--- config.mk ---
export PLATFORM = sky130hd
export DESIGN_NAME = ascon_output_buffer
export DESIGN_NICKNAME = d
export VERILOG_FILES = /design/src/rtl/ascon_output_buffer.sv
export SDC_FILE = /design/constraint.sdc
export NUM_CORES = 1
export LEC_CHECK = 0
export BUFFER_PORTS_ARGS = -buffer_cell sky130_fd_sc_hd__buf_2
export CORE_MARGIN = 2
export CORE_UTILIZATION = 25
export CTS_CLUSTER_DIAMETER = 150
export DETAILED_ROUTE_END_ITERATION = 8
export SKIP_CTS_REPAIR_TIMING = 1
export SYNTH_ARGS = -nofsm -noshare
export SYNTH_HDL_FRONTEND = slang
export SYNTH_SLANG_ARGS = --single-unit
export TNS_END_PERCENT = 5
--- constraint.sdc ---
create_clock -name clock -period 6.1 [get_ports clock]
set_input_delay 0.305 -clock clock [delete_from_list [all_inputs] [get_ports clock]]
set_output_delay 0.305 -clock clock [all_outputs]
set_load 0.01 [all_outputs]
--- src/rtl/ascon_output_buffer.sv ---
// Output FIFO for Ascon ciphertext and tag beats; 1-cycle latency, first-word fall-through.
// Optional statistics counters are enabled by defining ASCON_OUTBUF_STATS_EN.
module ascon_output_buffer #(
  parameter int FIFO_DEPTH = 4
) (
  input  logic                          clock,
  input  logic                          reset,
  input  logic                          i_cipher_valid,
  input  logic [63:0]                   i_cipher,
  input  logic                          i_tag_valid,
  input  logic [127:0]                  i_tag,
  input  logic                          i_ready,
  output logic                          o_valid,
  output logic [63:0]                   o_data,
  output logic                          o_is_tag,
  output logic                          o_last,
  output logic [$clog2(FIFO_DEPTH):0]   o_count,
  output logic                          o_full,
  output logic                          o_overflow
`ifdef ASCON_OUTBUF_STATS_EN
  ,
  output logic [15:0]                   o_msg_count,
  output logic [7:0]                    o_drop_count
`endif
);

  localparam int PW = $clog2(FIFO_DEPTH);
  localparam int CW = PW + 1;
  localparam logic [CW-1:0] DEPTH_C   = CW'(FIFO_DEPTH);
  localparam logic [CW-1:0] TAG_LIMIT = CW'(FIFO_DEPTH - 2);

  typedef struct packed {
    logic [63:0] data;
    logic        is_tag;
    logic        last;
  } entry_t;

  entry_t          mem_q [FIFO_DEPTH];
  entry_t          mem_d [FIFO_DEPTH];
  logic [PW-1:0]   wr_ptr_q, wr_ptr_d, rd_ptr_q, rd_ptr_d, wr_ptr_p1;
  logic [CW-1:0]   count_q, count_d, push_n;
  logic            overflow_q, overflow_d;
  logic            pop, drop;
  entry_t          head;

  assign head = mem_q[rd_ptr_q];
  assign pop  = (count_q != '0) && i_ready;

  always_comb begin
    mem_d      = mem_q;
    wr_ptr_d   = wr_ptr_q;
    rd_ptr_d   = rd_ptr_q;
    count_d    = count_q;
    overflow_d = overflow_q;
    push_n     = '0;
    drop       = 1'b0;
    wr_ptr_p1  = wr_ptr_q + PW'(1);

    // Free space uses the pre-edge count, so a same-cycle pop never frees a slot.
    if (i_cipher_valid) begin
      if (count_q < DEPTH_C) begin
        mem_d[wr_ptr_q] = {i_cipher, 1'b0, 1'b0};
        push_n          = CW'(1);
      end else begin
        drop = 1'b1;
      end
      if (i_tag_valid) drop = 1'b1;
    end else if (i_tag_valid) begin
      if (count_q <= TAG_LIMIT) begin
        mem_d[wr_ptr_q]  = {i_tag[127:64], 1'b1, 1'b0};
        mem_d[wr_ptr_p1] = {i_tag[63:0], 1'b1, 1'b1};
        push_n           = CW'(2);
      end else begin
        drop = 1'b1;
      end
    end

    wr_ptr_d = wr_ptr_q + PW'(push_n);
    count_d  = count_q + push_n - CW'(pop);
    if (pop)  rd_ptr_d   = rd_ptr_q + PW'(1);
    if (drop) overflow_d = 1'b1;
  end

  always_ff @(posedge clock) begin
    mem_q <= mem_d;
  end

  always_ff @(posedge clock or posedge reset) begin
    if (reset) begin
      wr_ptr_q   <= '0;
      rd_ptr_q   <= '0;
      count_q    <= '0;
      overflow_q <= 1'b0;
    end else begin
      wr_ptr_q   <= wr_ptr_d;
      rd_ptr_q   <= rd_ptr_d;
      count_q    <= count_d;
      overflow_q <= overflow_d;
    end
  end

  // Outputs derive from the async-reset count, so they clear the moment reset rises.
  assign o_valid    = (count_q != '0);
  assign o_data     = o_valid ? head.data   : 64'd0;
  assign o_is_tag   = o_valid ? head.is_tag : 1'b0;
  assign o_last     = o_valid ? head.last   : 1'b0;
  assign o_count    = count_q;
  assign o_full     = (count_q == DEPTH_C);
  assign o_overflow = overflow_q;

`ifdef ASCON_OUTBUF_STATS_EN
  logic [15:0] msg_count_q, msg_count_d;
  logic [7:0]  drop_count_q, drop_count_d;

  always_comb begin
    msg_count_d  = msg_count_q;
    drop_count_d = drop_count_q;
    if (pop && head.last)              msg_count_d  = msg_count_q + 16'd1;
    if (drop && drop_count_q != 8'hFF) drop_count_d = drop_count_q + 8'd1;
  end

  always_ff @(posedge clock or posedge reset) begin
    if (reset) begin
      msg_count_q  <= '0;
      drop_count_q <= '0;
    end else begin
      msg_count_q  <= msg_count_d;
      drop_count_q <= drop_count_d;
    end
  end

  assign o_msg_count  = msg_count_q;
  assign o_drop_count = drop_count_q;
`endif

endmodule

==> impl_results.md <==
- Initial antenna violation count: 14
- Top-count cell post-synth: edfxtp_1
- Placeable Area: 63,000 µm²
- Post-synthesis mux area share: around a tenth
- Residual DRC: 0
- Setup crit end kind: output pin
- Die width: 256 µm
- CP startpoint kind: flop
- Post-Syn Instances: around 1,500
- Via density: 5.41
- Min-Delay Path Class: input pin to flop
- Flop-to-flop setup slack: ~2.8 ns
- Layout cell share with drive strength beyond 1: 25.5%
- Largest net degree at the start of global routing: approximately 110
- Peak Freq: roughly 280 MHz
- Tightest Pin Transition: 1.17 ns
- Initial DRC Count: roughly 1,800
- Vias: between 10,000 and 15,000
- Post-synth top flop: edfxtp_1
- Post-route core utilization: roughly 30%
- Final Routed Wirelength: 56.2 mm
- H-Tree Depth: 2
- Placed instance area: 17,900 µm²
- Post-route design area: roughly 19,000 µm²
- Synth Area in Adders: less than 1%
- Nets@finish: ~1,800
- Synth Register Bits: 272
- Final setup margin: 2.50 ns
- Die area: approximately 66,000 µm²
- Period utilization: between 50% and 60%
- Max-Cap Viols: 0
- Area growth syn-to-layout: 19.8%
- HPWL Detailed: between 30 and 40 mm
- Yosys Warn Count: 0
- Fin. Hold Viols: 0
- Drt wl/cell: about 22 µm
- Distinct cells, synth: 35
- Share of the synthesized area in the top cell type: about half
- Vias in the first global route: ~13,000
- GPL Wtd Cong: 0.796
- Worst vdd ir: 0.000332 V
- Max FO, Critical Path: 36
- Inserted Clock Buffers: 34
- Final max-slew violation count: 0
- Status: completed
- Clock Skews: ~0.016 ns
- Drt first pass iters: 6
- CTS Sinks: roughly 270
- Top cells by count, synth: edfxtp_1 (264), o21ai_0 (220), nand2_1 (193)
- Clock Root Buffer: clkbuf_16
- Yosys top cell by area: edfxtp_1
- LEAKAGE: between 0.006 and 0.007 µW
- FP Rows: just over 90
- Io pins: ~270
- Post-synthesis cell area: 15,900 µm²
- Hold Slack: roughly 0.066 ns
- Pre-CTS WS: approximately 2.8 ns
- Worst hold stages: 3
- Synth area leaders: edfxtp_1 (50%), mux4_2 (9.3%), a22oi_1 (7.3%), o21ai_0 (6.9%), nand2_1 (4.6%)
- Register area share after synthesis: between 50% and 60%
- Worst skew pair latency: about 0.53 ns
- Total GRT Usage: 16.5%
- First-pass GRT wire length: ~83 mm
- Syn avg cell area: 10.9 µm²
- Port bufs: about 270
- CTS Buffer Depth: 3
- Synth Area in Simple Gates: 13.5%
- Post-synth EDFFs: 264
- Final min period: approximately 3.6 ns
- Post-Synth XOR/XNOR Area: less than 1%
- CP Data Arrival Time: between 3 and 4 ns
- Detail Route Antenna Nets: 0
- Initial Utilization: 25.3%
- Clk slew on worst S/H paths: 0.06 ns
- Remaining global-route overflow: 0
- CTS tree: built
- Final Setup Violations: 0
- Total Neg Setup Slack: 0 ns
- Largest family of logic cells by synthesized area: compound AO/OA/AOI/OAI gates
- RSZ-0062 raised after global routing: no
- Synth Area in Compound Gates: about a fifth
- Syn Nets: ~1,700
- Chip height: about 260 µm
- Slew margin rel.: 21.9%
- Crit Path Class: flop to output pin
- FFs w/ async S/R, synth: slightly below 3%
- CP Data Required Time: 5.79 ns
- PwrDens: 522 nW/µm²
- FF-to-FF path depth: 7
==> final cells by class <==
class	instances	area (µm²)
Tap cell	846	1060
Clock inverter	17	195
Inverter	13	48.8
Fill cell	6416	43900
Antenna cell	11	27.5
Clock buffer	44	920
Multi-Input combinational cell	1019	7110
Sequential cell	272	8140
Timing Repair Buffer	292	1560
==> metrics by stage <==
stage | power [µW] | cells
floorplan | 6170 | 1463
global placement | 7840 | 2441
detailed placement | 7940 | 2441
CTS | 10000 | 2502
global route | 10500 | 2511
finish | 9940 | 2514
==> state kept, by name, indices dropped and copies added, names as in the netlist, named ones only <==
name / flops
mem_q: 262
o_count: 3
rd_ptr_q: 2
wr_ptr_q: 2
o_overflow: 1
==> final timing paths <==
check                                 start          end
min in group asynchronous             reset   o_overflow
max in group asynchronous             reset  rd_ptr_q[1]
worst min-delay path            i_tag_valid   o_overflow
worst max-delay path            rd_ptr_q[0]   o_data[59]
worst min register to register   o_overflow   o_overflow
worst max register to register  wr_ptr_q[0]    mem_q[52]
==> routing by layer <==
| metal | global-route usage (%) | share of wire (%) |
|---|---|---|
| met5 | 0 | 0.10 |
| met4 | 5.98 | 2.6 |
| met3 | 4.36 | 10 |
| met2 | 26.9 | 47 |
| met1 | 21.0 | 39 |
==> where the power goes <==
part           internal [µW]  switching (µW)  leakage [µW]
Combinational           1830            2930       0.00347
Sequential              2850             289       0.00260
Clock                   1240             807      0.000548
==> placed cells by master, fill, tap and decap left out, drive strengths merged, types with 4 or more instances in the layout <==
cell / instances
buf: 291
edfxtp: 264
o21ai: 220
nand2: 193
a22oi: 155
a21oi: 107
and2: 70
nand3: 66
mux4: 66
and3b: 64
clkbuf: 44
a221oi: 37
inv: 16
diode: 11
clkinv: 10
dfrtp: 8
nor2: 8
ha: 8
nor2b: 5
bufinv: 4
==> kinds of logic (layout without fill, tap and decap cells) <==
kind of cell | count (synthesis) | in the layout
xor+xnor | 6 | 6
mux | 66 | 66
simple gates | 411 | 411
compound gates | 527 | 527
other cells | 0 | 11
fa+ha+maj | 9 | 9
buf+inv | 172 | 366
flops | 272 | 272
==> worst max-delay path, stage by stage (launching register included) <==
cell and delay, ns:
dfrtp_4 0.99, buf_4 0.77, mux4_2 0.59, and2_1 0.22, buf_2 0.16
Power figures use the tool's default switching activity.
